File: src/rtl/single_edge_align_pkg.sv
// Shared definitions for the single-edge 40-bit TDC word-alignment controller.
package single_edge_align_pkg;

    localparam int unsigned STATE_W = 3;
    localparam int unsigned SHIFT_W = 4;
    localparam int unsigned WORD_W  = 40;

    typedef logic [STATE_W-1:0] align_state_t;

    localparam align_state_t ST_IDLE    = 3'd0;
    localparam align_state_t ST_SETTLE  = 3'd1;
    localparam align_state_t ST_CHECK   = 3'd2;
    localparam align_state_t ST_ALIGNED = 3'd3;
    localparam align_state_t ST_FAIL    = 3'd4;
    localparam align_state_t ST_MANUAL  = 3'd5;

    localparam logic [SHIFT_W-1:0] SHIFT_MAX = 4'd14;

    // Idle word, also produced by the TX idle generator.
    localparam logic [WORD_W-1:0] IDLE_PATTERN = 40'hBCBCBCBCBC;

    // Shift values beyond the shifter range fall back to zero.
    function automatic logic [SHIFT_W-1:0] clamp_shift(input logic [SHIFT_W-1:0] s);
        return (s > SHIFT_MAX) ? 4'd0 : s;
    endfunction

endpackage

File: src/rtl/align_pattern_check.sv
// Tick-qualified compare of the shifted word against the idle pattern.
module align_pattern_check
    import single_edge_align_pkg::*;
#(
    parameter logic [WORD_W-1:0] PATTERN = IDLE_PATTERN
) (
    input  logic              tick,
    input  logic [WORD_W-1:0] data,
    output logic              hit,
    output logic              miss
);

    logic eq;

    // Pure combinational compare; the FSM only sees the two pulses.
    assign eq   = (data == PATTERN);
    assign hit  = tick & eq;
    assign miss = tick & ~eq;

endmodule

File: src/rtl/single_edge_align_ctrl.sv
// Word-alignment controller: sweeps the shifter select until the idle
// pattern is seen on LOCK_COUNT consecutive ticks, then freezes it.
module single_edge_align_ctrl
    import single_edge_align_pkg::*;
#(
    parameter logic [WORD_W-1:0] PATTERN      = IDLE_PATTERN,
    parameter int unsigned       SETTLE_TICKS = 4,
    parameter int unsigned       LOCK_COUNT   = 64,
    parameter int unsigned       MAX_SWEEPS   = 4
) (
    input  logic              clk,
    input  logic              rst,
    input  logic              tick,
    input  logic              locked,
    input  logic              start,
    input  logic              man_en,
    input  logic [3:0]        man_shift,
    input  logic [WORD_W-1:0] data_40b_shifted,
    output logic [3:0]        shift,
    output logic              aligned,
    output logic              busy,
    output logic              align_fail,
    output logic [2:0]        sweep_cnt
);

    localparam int unsigned MATCH_W  = $clog2(LOCK_COUNT + 1);
    localparam int unsigned SETTLE_W = $clog2(SETTLE_TICKS + 1);

    align_state_t        state_q, state_d;
    logic [3:0]          shift_d;
    logic [2:0]          sweep_d, sweep_inc;
    logic [MATCH_W-1:0]  match_q, match_d, match_inc;
    logic [SETTLE_W-1:0] settle_q, settle_d, settle_inc;
    logic                hit, miss;

    align_pattern_check #(
        .PATTERN (PATTERN)
    ) u_check (
        .tick (tick),
        .data (data_40b_shifted),
        .hit  (hit),
        .miss (miss)
    );

    // Next-state and counter logic; override priority is man_en, locked, start.
    always_comb begin
        state_d    = state_q;
        shift_d    = shift;
        sweep_d    = sweep_cnt;
        match_d    = match_q;
        settle_d   = settle_q;
        sweep_inc  = sweep_cnt + 3'd1;
        match_inc  = match_q + MATCH_W'(1);
        settle_inc = settle_q + SETTLE_W'(1);

        if (man_en) begin
            state_d  = ST_MANUAL;
            shift_d  = clamp_shift(man_shift);
            sweep_d  = 3'd0;
            match_d  = '0;
            settle_d = '0;
        end else if (state_q == ST_MANUAL || !locked) begin
            state_d  = ST_IDLE;
            sweep_d  = 3'd0;
            match_d  = '0;
            settle_d = '0;
        end else if (start) begin
            state_d  = ST_SETTLE;
            shift_d  = 4'd0;
            sweep_d  = 3'd0;
            match_d  = '0;
            settle_d = '0;
        end else begin
            case (state_q)
                ST_SETTLE: begin
                    if (tick) begin
                        if (settle_inc == SETTLE_W'(SETTLE_TICKS)) begin
                            state_d  = ST_CHECK;
                            settle_d = '0;
                            match_d  = '0;
                        end else begin
                            settle_d = settle_inc;
                        end
                    end
                end
                ST_CHECK: begin
                    if (hit) begin
                        match_d = match_inc;
                        if (match_inc == MATCH_W'(LOCK_COUNT)) begin
                            state_d = ST_ALIGNED;
                        end
                    end else if (miss) begin
                        match_d  = '0;
                        settle_d = '0;
                        if (shift >= SHIFT_MAX) begin
                            shift_d = 4'd0;
                            sweep_d = sweep_inc;
                            state_d = (sweep_inc == 3'(MAX_SWEEPS)) ? ST_FAIL : ST_SETTLE;
                        end else begin
                            shift_d = shift + 4'd1;
                            state_d = ST_SETTLE;
                        end
                    end
                end
                default: ;
            endcase
        end
    end

    // State, counters and status outputs, all registered from the next state.
    always_ff @(posedge clk) begin
        if (rst) begin
            state_q    <= ST_IDLE;
            shift      <= 4'd0;
            sweep_cnt  <= 3'd0;
            match_q    <= '0;
            settle_q   <= '0;
            aligned    <= 1'b0;
            busy       <= 1'b0;
            align_fail <= 1'b0;
        end else begin
            state_q    <= state_d;
            shift      <= shift_d;
            sweep_cnt  <= sweep_d;
            match_q    <= match_d;
            settle_q   <= settle_d;
            aligned    <= (state_d == ST_ALIGNED);
            busy       <= (state_d == ST_SETTLE) || (state_d == ST_CHECK);
            align_fail <= (state_d == ST_FAIL);
        end
    end

endmodule

File: config.mk
export PLATFORM = sky130hd
export DESIGN_NAME = single_edge_align_ctrl
export DESIGN_NICKNAME = d
export VERILOG_FILES = /design/src/rtl/single_edge_align_pkg.sv /design/src/rtl/align_pattern_check.sv /design/src/rtl/single_edge_align_ctrl.sv
export SDC_FILE = /design/constraint.sdc
export NUM_CORES = 1
export LEC_CHECK = 0
export CAP_MARGIN = 20
export CORE_ASPECT_RATIO = 1.1
export CORE_UTILIZATION = 46
export CTS_CLUSTER_SIZE = 40
export DETAILED_ROUTE_END_ITERATION = 10
export PLACE_DENSITY = 0.94
export RECOVER_POWER = 100
export REMOVE_ABC_BUFFERS = 1
export SETUP_SLACK_MARGIN = 0.2
export SYNTH_ARGS = -nofsm -noshare
export SYNTH_HDL_FRONTEND = slang
export SYNTH_SLANG_ARGS = --single-unit
File: constraint.sdc
create_clock -name clk -period 3.9 [get_ports clk]
set_input_delay 0.78 -clock clk [delete_from_list [all_inputs] [get_ports clk]]
set_output_delay 0.78 -clock clk [all_outputs]
set_load 0.005 [all_outputs]
### After elaboration in Yosys (flattened, before gate mapping)

Cells that the tools add are included.

| storage, ports and cells | value |
|---|---|
| logic and storage cells | 76 |
| flip-flop bits (word level) | 23 |
| output and inout bits | 10 |
| input port bits | 50 |

| operators by class | value |
|---|---|
| equality and inequality tests | 18 |
| reduce and logical (&&, ||, !) cells | 11 |
| bitwise operators | 4 |
| add/subtract/negate cells | 4 |
| order comparisons | 2 |
| muxes and demuxes | 29 |

Operator list:

| kind | count |
|---|---|
| two-way mux 3 bit | 14 |
| equality test 40 bit (second input constant) | 1 |
| two-way mux 4 bit | 8 |
| two-way mux 7 bit | 4 |
| AND reduction 4 bit | 4 |
| case mux 7 bit (2 select lines) | 1 |
| equality test 3 bit (second input constant) | 4 |
| case mux 3 bit (2 select lines) | 2 |
| inequality test 2 bit (second input constant) | 5 |
| equality test 3 x 2 -> 1 bit (second input constant) | 3 |
| adder 7 x 1 -> 7 bit (second input constant) | 1 |
| equality test 7 bit (second input constant) | 1 |
| adder 3 x 1 -> 3 bit (second input constant) | 2 |
| equality test 3 x 1 -> 1 bit (second input constant) | 2 |
| inequality test 3 bit (second input constant) | 2 |
| nonzero test 3 bit | 2 |
| adder 4 x 1 -> 4 bit (second input constant) | 1 |
| >= comparator 4 bit (second input constant) | 1 |
| > comparator 4 bit (second input constant) | 1 |
| OR reduction 4 bit | 1 |
| AND 1 bit | 2 |
| logical OR 1 bit | 2 |
| NOT 1 bit | 2 |
| nonzero test 2 bit | 1 |
| logical NOT 1 bit | 1 |

### Longest topological paths before layout

Gate-level depths: netlist of the first run.

| logic depth | value |
|---|---|
| depth after elaboration | 12 |
| depth in mapped cells | 7 |
| depth with buffers taken out | 7 |

### Hierarchy

A second synthesis of the first run with hierarchy kept.

| second synthesis, totals | value |
|---|---|
| cells, all modules | 183 |
| area total of the unflattened synthesis | 1503.9 um2 |

Modules (own cells, without submodules):

| module | area an instance (um2) | cells an instance | times used | seq. area each (um2) |
|---|---|---|---|---|
| single_edge_align_ctrl | 1352.5 | 167 | 1 | 460.4 |
| align_pattern_check | 151.4 | 16 | 1 | 0.0 |

### Least setup slack after synthesis of the first run

OpenSTA, ideal clock, no wires.

| timing path | value |
|---|---|
| path kind | input -> register |
| start point | input data_40b_shifted[32] |
| end point | register busy |
| stages on the path | 6 |
| data required time | 3.828 ns |
| library setup time | 0.072 ns |
| setup slack | 1.418 ns |
| buffers on the path | 0 |
| arrival time | 2.410 ns |
| path through | nand4bb_1 nor4_2 and3_2 mux2_4 a311oi_4 mux2i_1 |

| on the way | value |
|---|---|
| longest elaborated chain between the ends | 11 |
| elaborated cells between the ends (all ways) | 13 |
| classes of those cells | 3 x eq/ne; 6 x mux; 3 x bitwise; 1 x reduce/logical |

Ends and longest elaborated chain:

| what | line | RTL |
|---|---|---|
| start: declaration | single_edge_align_ctrl.sv:18 | `input logic [WORD_W-1:0] data_40b_shifted,` |
| equality test 40 bit * | align_pattern_check.sv:16 | `assign eq = (data == PATTERN);` |
| NOT 1 bit | align_pattern_check.sv:18 | `assign miss = tick & ~eq;` |
| AND 1 bit | align_pattern_check.sv:18 |  |
| two-way mux 3 bit | single_edge_align_ctrl.sv:92 | `end else if (miss) begin` |
| two-way mux 3 bit * | single_edge_align_ctrl.sv:87 | `if (hit) begin` |
| case mux 3 bit (2 select lines) * | single_edge_align_ctrl.sv:74 | `case (state_q)` |
| two-way mux 3 bit * | single_edge_align_ctrl.sv:67 | `end else if (start) begin` |
| two-way mux 3 bit * | single_edge_align_ctrl.sv:62 | `end else if (state_q == ST_MANUAL \|\| !locked) begin` |
| two-way mux 3 bit * | single_edge_align_ctrl.sv:56 | `if (man_en) begin` |
| equality test 3 x 1 -> 1 bit / equality test 3 x 2 -> 1 bit (equally long branches) | single_edge_align_ctrl.sv:128 | `busy <= (state_d == ST_SETTLE) \|\| (state_d == ST_CHECK);` |
| logical OR 1 bit * | single_edge_align_ctrl.sv:128 |  |
| end signal: assignment | single_edge_align_ctrl.sv:128 |  |
| end: declaration | single_edge_align_ctrl.sv:21 | `output logic busy,` |

Mark *: on every way between the ends. The rest lies on a longest branch, timed or not.
A chain may end at the register's enable or synchronous reset.

### Worst setup path after layout of the first run

| timing path | value |
|---|---|
| start point | input data_40b_shifted[31] |
| end point | register align_fail |

| on the way | value |
|---|---|
| longest elaborated chain between the ends | 10 |
| elaborated cells between the ends (all ways) | 11 |
| classes of those cells | 2 x eq/ne; 6 x mux; 3 x bitwise |

Ends and longest elaborated chain:

| what | line | RTL |
|---|---|---|
| equality test 40 bit * | align_pattern_check.sv:16 |  |
| NOT 1 bit | align_pattern_check.sv:18 |  |
| AND 1 bit | align_pattern_check.sv:18 |  |
| two-way mux 3 bit | single_edge_align_ctrl.sv:92 |  |
| two-way mux 3 bit * | single_edge_align_ctrl.sv:87 |  |
| case mux 3 bit (2 select lines) * | single_edge_align_ctrl.sv:74 |  |
| two-way mux 3 bit * | single_edge_align_ctrl.sv:67 |  |
| two-way mux 3 bit * | single_edge_align_ctrl.sv:62 |  |
| two-way mux 3 bit * | single_edge_align_ctrl.sv:56 |  |
| equality test 3 bit * | single_edge_align_ctrl.sv:129 | `align_fail <= (state_d == ST_FAIL);` |
| end signal: assignment | single_edge_align_ctrl.sv:129 |  |
| end: declaration | single_edge_align_ctrl.sv:22 | `output logic align_fail,` |

Marked as above.

==> results of run 1 <==
-- flip-flops by register name (all words and copies together) (netlist names) --
signal,flops
settle_q,3
state_q,3
match_q,7
busy,1
shift,4
sweep_cnt,3
aligned,1
align_fail,1
-- Yosys cell counts (2+ instances only) --
| master | number |
|---|---|
| dfxtp_1 | 23 |
| nor2_1 | 17 |
| a21oi_1 | 11 |
| nand2_1 | 10 |
| ha_1 | 7 |
| nand2b_1 | 7 |
| a311oi_1 | 6 |
| nand3_1 | 6 |
| inv_1 | 5 |
| xor2_1 | 5 |
| nand4bb_1 | 4 |
| a211oi_1 | 3 |
| a221oi_1 | 3 |
| a41oi_1 | 3 |
| mux2i_1 | 3 |
| nand4b_1 | 3 |
| nor2b_1 | 3 |
| nor3_1 | 3 |
| o21ai_0 | 3 |
| a31oi_1 | 2 |
| and3_1 | 2 |
| and4b_1 | 2 |
| clkbuf_1 | 2 |
| nand4_1 | 2 |
| or3_1 | 2 |
-- cell type report --
class / count / area, um^2
Clock buffer: 3 / 22.5
Clock inverter: 1 / 5.00
Fill cell: 248 / 968
Inverter: 5 / 18.8
Multi-Input combinational cell: 131 / 940
Sequential cell: 23 / 460
Tap cell: 34 / 42.5
Timing Repair Buffer: 59 / 591
-- worst max-delay path: cells and delay by family --
family	cells	cell delay (ns)
AND/OR/NAND/NOR	3	0.89
AO/OA/AOI/OAI	2	0.83
buffers and inverters	1	0.53
multiplexers	1	0.34
-- how the worst max path moves through the flow --
stage                            endpoint  slack (ns)  depth (start not counted)
floorplan                 busy$_SDFF_PP0_        1.42                          6
global placement    align_fail$_SDFF_PP0_        0.89                          7
detailed placement  align_fail$_SDFF_PP0_        0.80                          7
CTS                 align_fail$_SDFF_PP0_        1.13                          7
global route        align_fail$_SDFF_PP0_        0.63                          7
finish              align_fail$_SDFF_PP0_        0.79                          7
-- power breakdown --
part	internal [W]	leakage, nW	total [W]	switching, W
clock network	0.0000384	0.0177	0.000116	0.0000775
registers	0.000241	0.187	0.000247	0.00000667
logic	0.0000635	0.576	0.0000964	0.0000329
-- metal layers --
metal / vias to the layer above / share of wire / global-route usage
met5: - / 0 / 0
met4: 0 / 0.010 / 0.0662
met3: 6 / 0.057 / 0.0483
met2: 54 / 0.52 / 0.449
met1: 707 / 0.41 / 0.263
li1: 747 / - / -
-- cells by family after synthesis --
family,count (synthesis)
XOR/XNOR,6
AO/OA/AOI/OAI,43
buffers and inverters,9
AND/OR/NAND/NOR,71
multiplexers,4
flip-flops,23
adder cells (fa/ha/maj),7
-- metrics by stage --
stage                     total power (W)  hold slack (ns)
after floorplan                  0.000282            0.452
after global placement           0.000349            0.464
after detailed placement         0.000352            0.479
after CTS                        0.000463            0.498
after global routing             0.000478            0.512
final                            0.000460            0.497
==> results.json, run 1 <==
{
  "final_core_util": 0.682,
  "drc": 0,
  "worst_pin_slew_ns": 0.729,
  "r2r_setup_slack_ns": 1.63,
  "final_layout_size_suffix_gt1_frac": 0.0360,
  "layout_commonest_cell": "clkdlybuf4s50_1",
  "synth_seq_cells": 23,
  "synth_compound_area_frac": 0.226,
  "tritoncts": "done",
  "synthAdderAreaFrac": 0.0591,
  "path_clk_slew_ns": 0.14,
  "yosys.area.top_type": "dfxtp_1",
  "cts_sinks": 23,
  "p_leak_nw": 0.780,
  "grt_overflow": 0,
  "setup_tns_ns": 0,
  "crit_type": "input pin to register",
  "final_cell_mix": "clkdlybuf4s50_1 (47), dfxtp_1 (23), nor2_1 (17)",
  "fin_cells": 256,
  "slew_headroom": 0.512,
  "post-cts-setup-buffers": 0,
  "syn2layout_area_growth_pct": 40.3,
  "synthCells": 163,
  "synth-edff-count": 0,
  "htree_levels": 1,
  "cp_max_fo": 4,
  "grt_pass1_vias": 1474,
  "fmax_mhz": 322,
  "syn-cell-area_mm2": 0.00148,
  "core_mm2": 0.00305,
  "cts_buffer_depth": 2,
  "die_area_mm2": 0.00345,
  "place_area_mm2": 0.00209,
  "post-dp-hpwl_mm": 3.03,
  "ios": 60,
  "ys_warn_count": 0,
  "placed_cells": 252,
  "whs_endpoint": "settle_q[1]$_SDFFE_PP0P_",
  "crit_arrival_ns": 3.38,
  "start_util": 0.486,
  "avgSynthCellArea_um2": 9.10,
  "die_w_um": 56.1,
  "antenna_cells": 0,
  "hp-start": "settle_q[1]$_SDFFE_PP0P_",
  "place_ws_ns": 0.795,
  "synth_area_leaders": "dfxtp_1 (31%), ha_1 (5.9%), nor2_1 (4.3%)",
  "postCtsHoldBufs": 0,
  "cp.required_ns": 4.17,
  "viasPerCell": 5.91,
  "synthSimpleGateAreaFrac": 0.308,
  "clockRootBuffer": "clkbuf_4",
  "synthArstFlopShare": 0,
  "post_cts_resized": 0,
  "rr_worst_depth": 6,
  "powerDensity_mw_per_mm2": 221,
  "num_vias": 1514,
  "dieHeight_um": 61.5,
  "clk_latency_ns": 0.32,
  "globalplace.congestion": 0.890,
  "rows": 21,
  "max_stage_delay_ns": 0.54,
  "outcome": "finished, final reports clean",
  "finalSetupViolations": 0,
  "hold_viol": 0,
  "ir_drop_uv": 232,
  "min_path_type": "register to register",
  "crit_chain": "dlygate4sd3_1 -> nand4_1 -> nor4_1 -> and3_1 -> mux2_1 -> a311oi_1 -> o311a_1",
  "synth_cell_types": 51,
  "synth_xor_area_frac": 0.0354,
  "fin_area_mm2": 0.00208,
  "endpoint_kind": "register",
  "drtPass1Iterations": 4,
  "crit_start": "data_40b_shifted[31]",
  "worstSetupStartpointType": "input pin",
  "antenna_found_initial": 0,
  "r2r_start": "shift[1]$_SDFFE_PP0P_",
  "ys_seq_area_frac": 0.311,
  "period_minus_slack_ns": 3.11,
  "postRouteAntennaNets": 0,
  "grt_pass1_wl_mm": 6.43,
  "yosysTopAreaCellShare": 0.311,
  "clock_skew_ns": 0.0127,
  "drv_cap": 0,
  "fin_crit_sh": 0.796,
  "drt_iter0_drc": 107,
  "synth_top_family_by_area": "simple AND/OR/NAND/NOR gates",
  "synthMuxAreaShare": 0.0304,
  "cts_buffers": 3,
  "slew_viol_final": 0,
  "grt_start_max_net_pins": 15,
  "fin_ws_ns": 0.795,
  "whs_path_depth": 2,
  "rsz0062_at_grt": "no",
  "cp_slowest_cell": "a311oi_1",
  "numPortBuffers": 59,
  "r2r_end": "align_fail$_SDFF_PP0_",
  "wl_per_cell_um": 15.2,
  "drt-total-wl_mm": 3.88,
  "grt_util_all_layers": 0.232,
  "synthFlopType": "dfxtp_1",
  "fin_nets": 280
}
Note: power is estimated with default switching activity, not from simulation.
==> run 2, diff against run 1 <==
Settings changed: CORE_UTILIZATION 46 to 43, PLACE_DENSITY 0.94 to 0.89.
Clock period 3.9 ns to 2.86 ns, I/O delays scaled along.
==> run 2 against run 1 <==
The run now ends with design-rule violations left. Clock power up 34%. Via count up 3.6%. Cell area up 3.1%. Die area up 6.7%. Final cell count up 3.1%. Clock-buffer cell count up 1. Global-route usage down 2.1 points. Largest power group unchanged. Highest routed layer unchanged.
==> results.json, run 2 (synthesis gave the netlist of run 1 again) <==
{
  "post_cts_resized": 0,
  "powerDensity_mw_per_mm2": 292,
  "seqCellArea_um2": 460,
  "grt_start_max_net_pins": 14,
  "endpoint_kind": "register",
  "htree_levels": 1,
  "final_core_util": 0.649,
  "violations": "design-rule violations",
  "clockRootBuffer": "clkbuf_4",
  "numPortBuffers": 59,
  "slew_headroom": 0.672,
  "cpLargestDelayFamily": "simple AND/OR/NAND/NOR gates",
  "top_usage_layer": "met2",
  "n_fill_cell": 287,
  "met3_usage": 0.0205,
  "cp.required_ns": 3.11,
  "finalSetupViolations": 0,
  "final_layout_size_suffix_gt1_frac": 0.0658,
  "clock_skew_ns": 0.00230,
  "swShare": 0.246,
  "antenna_cells": 0,
  "crit_chain": "dlygate4sd3_1 -> nand4_1 -> nor4_1 -> and3_2 -> mux2_4 -> a311oi_4 -> mux2i_1",
  "post-dp-hpwl_mm": 2.89,
  "postCtsHoldBufs": 0,
  "drtPass1Iterations": 8,
  "postRouteAntennaNets": 0,
  "drt-total-wl_mm": 3.57,
  "post-cts-setup-buffers": 0,
  "min_path_type": "register to register",
  "tritoncts": "done",
  "cts_buffer_depth": 2,
  "power_frac_clock": 0.248,
  "outcome": "finished with violations",
  "drc": 3,
  "critical_path_buf_inv_count": 1,
  "place_ws_ns": 0.0793,
  "cts_sinks": 23,
  "grt_pass1_wl_mm": 6.24,
  "crit_arrival_ns": 2.83,
  "cts_buffers": 3,
  "viasPerCell": 5.94,
  "hold_viol": 0,
  "fin_crit_sh": 0.901,
  "start_util": 0.449,
  "fin_area_mm2": 0.00214,
  "grt_overflow": 0,
  "die_w_um": 58.0,
  "multiInputGateArea_um2": 961,
  "cp_max_fo": 4,
  "p_leak_nw": 0.814,
  "r2r_setup_slack_ns": 0.87,
  "core_mm2": 0.00330,
  "place_area_mm2": 0.00214,
  "die_area_mm2": 0.00369,
  "cp_slowest_cell": "dlygate4sd3_1",
  "top_register": "match_q",
  "drv_cap": 0,
  "worstSetupStartpointType": "input pin",
  "clk_latency_ns": 0.31,
  "num_vias": 1568,
  "crit_type": "input pin to register",
  "grt_pass1_vias": 1569,
  "placed_cells": 260,
  "max_stage_delay_ns": 0.52,
  "layout_commonest_cell": "clkdlybuf4s50_1",
  "period_minus_slack_ns": 2.58,
  "largestRegisters": "match_q: 7 flops, shift: 4 flops",
  "ios": 60,
  "globalplace.congestion": 0.823,
  "antenna_found_initial": 0,
  "largest_reg_flops": 7,
  "drt_iter0_drc": 38,
  "worst_pin_slew_ns": 0.489,
  "final_cell_mix": "clkdlybuf4s50_1 (48), dfxtp_1 (23), nor2_1 (17)",
  "power.switching_w": 0.000154,
  "wl_per_cell_um": 13.5,
  "syn2layout_area_growth_pct": 44.6,
  "rows": 22,
  "fin_cells": 264,
  "grt_use_met2": 0.420,
  "pwr-share-seq": 0.539,
  "grtUsageMet1": 0.223,
  "slew_viol_final": 0,
  "grt_util_all_layers": 0.211,
  "dieHeight_um": 63.6,
  "p_int_w": 0.000472,
  "fmax_mhz": 388,
  "setup_tns_ns": 0,
  "fin_ws_ns": 0.282,
  "rsz0062_at_grt": "no",
  "fin_nets": 286,
  "ir_drop_uv": 104,
  "path_clk_slew_ns": 0.13,
  "comb_power_share": 0.212
}
==> run 2: routing by layer <==
metal	routed length, um	vias to the layer above
met5	0	-
met4	50	0
met3	205	6
met2	1890	73
met1	1420	727
li1	-	762
==> run 2: power groups by stage <==
stage / Combinational [W] / Sequential, W / Clock (W)
global placement: 0.000134 / 0.000344 / 0
global route: 0.000144 / 0.000339 / 0.000173
detailed placement: 0.000136 / 0.000344 / 0
finish: 0.000133 / 0.000337 / 0.000155
CTS: 0.000136 / 0.000338 / 0.000160
floorplan: 0.0000415 / 0.000343 / 0
==> run 2: per-stage QoR <==
stage / total power [W] / hold slack, ns
after global placement: 0.000478 / 0.466
after global routing: 0.000655 / 0.527
after detailed placement: 0.000480 / 0.485
after floorplan: 0.000384 / 0.452
final: 0.000625 / 0.495
after CTS: 0.000633 / 0.504
==> run 2: worst reg2reg max path: cells and delay by family, from the launching register on <==
| kind | cells | cell delay (ns) |
|---|---|---|
| AO/OA/AOI/OAI | 2 | 0.61 |
| adder cells (fa/ha/maj) | 1 | 0.18 |
| flip-flops | 1 | 0.46 |
| multiplexers | 2 | 0.53 |
| AND/OR/NAND/NOR | 1 | 0.15 |
==> run 2: layout make-up <==
| type | count | area share |
|---|---|---|
| Inverter | 5 | 0.00876 |
| Tap cell | 36 | 0.0210 |
| Sequential cell | 23 | 0.215 |
| Clock buffer | 4 | 0.0123 |
| Multi-Input combinational cell | 131 | 0.448 |
| Timing Repair Buffer | 65 | 0.295 |
==> run 2: path summary, 6_finish.rpt <==
| path | from | endpoint | cells after the start |
|---|---|---|---|
| worst max-delay path | data_40b_shifted[36] | busy$_SDFF_PP0_ | 7 |
| worst max register to register | shift[1]$_SDFFE_PP0P_ | busy$_SDFF_PP0_ | 6 |
| worst min register to register | settle_q[1]$_SDFFE_PP0P_ | settle_q[1]$_SDFFE_PP0P_ | 2 |
| worst min-delay path | settle_q[1]$_SDFFE_PP0P_ | settle_q[1]$_SDFFE_PP0P_ | 2 |
==> run 3, diff against run 2 <==
Settings changed: ABC_AREA set to 1, CORE_UTILIZATION 43 to 44, GPL_TIMING_DRIVEN set to 1.
==> run 3 against run 2 <==
The run now ends clean. Worst hold slack lost 0.016 ns. Critical path depth increased by 5. Via count increased by 15%. Final cell count increased by 41%. Flip-flop and latch count did not move. Synthesized area is 5.1% higher. Power grew 3.1%. Non-clock buffer count down 6. Sequential share of layout area is 0.79 points lower. Clock skew is 0.00085 ns higher. First-iteration DRC count grew 18%. Routed wire length rose by 7.2%. Critical path type unchanged. Largest cell class unchanged.
==> results.json, run 3 <==
{
  "viasPerCell": 4.85,
  "r2r_end": "busy$_SDFF_PP0_",
  "synth_seq_cells": 23,
  "ios": 60,
  "clk_latency_ns": 0.32,
  "post-dp-hpwl_mm": 3.05,
  "post_cts_resized": 0,
  "multiInputGateArea_um2": 918,
  "powerDensity_mw_per_mm2": 290,
  "p_int_w": 0.000474,
  "synthArstFlopShare": 0,
  "crit_chain": "dlygate4sd3_1 -> nand2_1 -> nor2_1 -> nand2_1 -> nor2_1 -> nand3_1 -> nand2_1 -> o21ai_0 -> inv_1 -> nand3_1 -> nand2_1 -> nor2_2",
  "outcome": "finished, final reports clean",
  "htree_levels": 1,
  "finalSetupViolations": 0,
  "grt_overflow": 0,
  "avgSynthCellArea_um2": 6.00,
  "largestRegisters": "match_q: 7 flops, shift: 4 flops",
  "rows": 22,
  "clock_skew_ns": 0.00314,
  "crit_cells": 12,
  "start_util": 0.464,
  "worst_pin_slew_ns": 0.416,
  "wl_per_cell_um": 10.3,
  "cp_slowest_cell": "dlygate4sd3_1",
  "postRouteAntennaNets": 0,
  "synthFlopType": "dfxtp_1",
  "period_minus_slack_ns": 2.00,
  "path_clk_slew_ns": 0.13,
  "worstSetupStartpointType": "input pin",
  "syn2layout_area_growth_pct": 42.7,
  "grt_pass1_wl_mm": 6.20,
  "rr_worst_depth": 12,
  "drc": 0,
  "critical_path_buf_inv_count": 2,
  "antenna_found_initial": 0,
  "die_w_um": 58.8,
  "power_frac_clock": 0.245,
  "final_cell_mix": "nand2_1 (69), nor2_1 (47), clkdlybuf4s50_1 (47)",
  "final_layout_size_suffix_gt1_frac": 0.0341,
  "cts_sinks": 23,
  "yosysTopAreaCellShare": 0.295,
  "top_register": "match_q",
  "cp.required_ns": 3.10,
  "cts_buffers": 3,
  "yosys.area.top_type": "dfxtp_1",
  "seqCellArea_um2": 460,
  "hold_viol": 0,
  "cp_max_fo": 4,
  "drt_iter0_drc": 45,
  "syn-cell-area_mm2": 0.00156,
  "tritoncts": "done",
  "crit_end": "busy$_SDFF_PP0_",
  "comb_power_share": 0.227,
  "drv_cap": 0,
  "grt_start_max_net_pins": 13,
  "crit_start": "data_40b_shifted[36]",
  "swShare": 0.264,
  "core_mm2": 0.00336,
  "r2r_setup_slack_ns": 1.00,
  "synth_cell_types": 23,
  "postCtsHoldBufs": 0,
  "cts_buffer_depth": 2,
  "clockRootBuffer": "clkbuf_4",
  "largest_reg_flops": 7,
  "p_leak_nw": 1.02,
  "slew_viol_final": 0,
  "synth-edff-count": 0,
  "layout_commonest_cell": "nand2_1",
  "setup_tns_ns": 0,
  "cpLargestDelayFamily": "simple AND/OR/NAND/NOR gates",
  "post-cts-setup-buffers": 0,
  "ys_seq_area_frac": 0.295,
  "n_fill_cell": 317,
  "min_path_type": "register to register",
  "drtPass1Iterations": 4,
  "fin_nets": 381,
  "max_stage_delay_ns": 0.52,
  "r2r_start": "settle_q[0]$_SDFFE_PP0P_",
  "ir_drop_uv": 350,
  "crit_type": "input pin to register",
  "endpoint_kind": "register",
  "synthMostInstantiatedCell": "nand2_1",
  "fin_ws_ns": 0.861,
  "synth_area_leaders": "dfxtp_1 (30%), nand2_1 (16%), nor2_1 (11%)",
  "die_area_mm2": 0.00379,
  "num_vias": 1801,
  "pwr-share-seq": 0.528,
  "crit_arrival_ns": 2.24,
  "synthCells": 260,
  "fin_crit_sh": 0.699,
  "rsz0062_at_grt": "no",
  "drt-total-wl_mm": 3.83,
  "numPortBuffers": 59,
  "place_ws_ns": 0.627,
  "ys_warn_count": 0,
  "holdWs_ns": 0.479,
  "p_total_w": 0.000645,
  "power.switching_w": 0.000170,
  "fmax_mhz": 500,
  "grt_pass1_vias": 1659,
  "slew_headroom": 0.720,
  "ys_top_cells_by_count": "nand2_1 (68), nor2_1 (47), inv_1 (43)",
  "dieHeight_um": 64.4,
  "grt_util_all_layers": 0.208,
  "antenna_cells": 0,
  "globalplace.congestion": 0.777,
  "whs_path_depth": 2,
  "cpMostUsedCell": "nand2_1"
}
-- run 3: worst min-delay path by stage --
| stage | start | endpoint |
|---|---|---|
| floorplan | settle_q[2]$_SDFFE_PP0P_ | settle_q[2]$_SDFFE_PP0P_ |
| global route | match_q[5]$_SDFFE_PP0P_ | match_q[5]$_SDFFE_PP0P_ |
| detailed placement | match_q[5]$_SDFFE_PP0P_ | match_q[5]$_SDFFE_PP0P_ |
| finish | match_q[5]$_SDFFE_PP0P_ | match_q[5]$_SDFFE_PP0P_ |
| CTS | match_q[5]$_SDFFE_PP0P_ | match_q[5]$_SDFFE_PP0P_ |
| global placement | match_q[5]$_SDFFE_PP0P_ | match_q[5]$_SDFFE_PP0P_ |
-- run 3: cells by family after synthesis --
family / Yosys count / share of synthesized area
adders and majority gates: 7 / 0.0562
AOI/OAI and AO/OA: 34 / 0.122
and+or+nand+nor: 147 / 0.396
xor gates and xnor gates: 4 / 0.0225
buffers and inverters: 45 / 0.108
DFF: 23 / 0.295
-- run 3: area by class of cell --
class | instances | share of cell area
flip-flops and latches | 23 | 0.207
multi-input cells | 192 | 0.413
well taps | 48 | 0.0270
clock buffers | 4 | 0.0118
repair buffers | 59 | 0.265
inverters | 45 | 0.0759
-- run 3: per-layer routing --
metal	GRT usage	wire, um	vias up
met5	0	0	-
met4	0.104	73	0
met3	0.0399	343	9
met2	0.392	1810	66
met1	0.213	1600	783
li1	-	-	943
-- run 3: power by group through the flow --
stage / Combinational, W / Clock, W / Sequential (W)
after detailed placement: 0.000151 / 0 / 0.000347
after CTS: 0.000151 / 0.000159 / 0.000340
final: 0.000147 / 0.000158 / 0.000340
after floorplan: 0.0000553 / 0 / 0.000346
after global placement: 0.000147 / 0 / 0.000347
after global routing: 0.000163 / 0.000170 / 0.000342
-- run 3: tightest hold or removal path, stage by stage, from the launching register on --
cell     delay [ns]
dfxtp_1        0.33
nand2_1        0.06
a21oi_1        0.06
-- run 3: through the flow --
stage,instance area [um^2],util,instances
2_1_floorplan,1560,-,260
3_3_place_gp,2210,0.658,367
3_5_place_dp,2210,0.658,367
4_1_cts,2240,0.666,371
5_1_grt,2220,0.662,371
6_report,2220,0.662,371
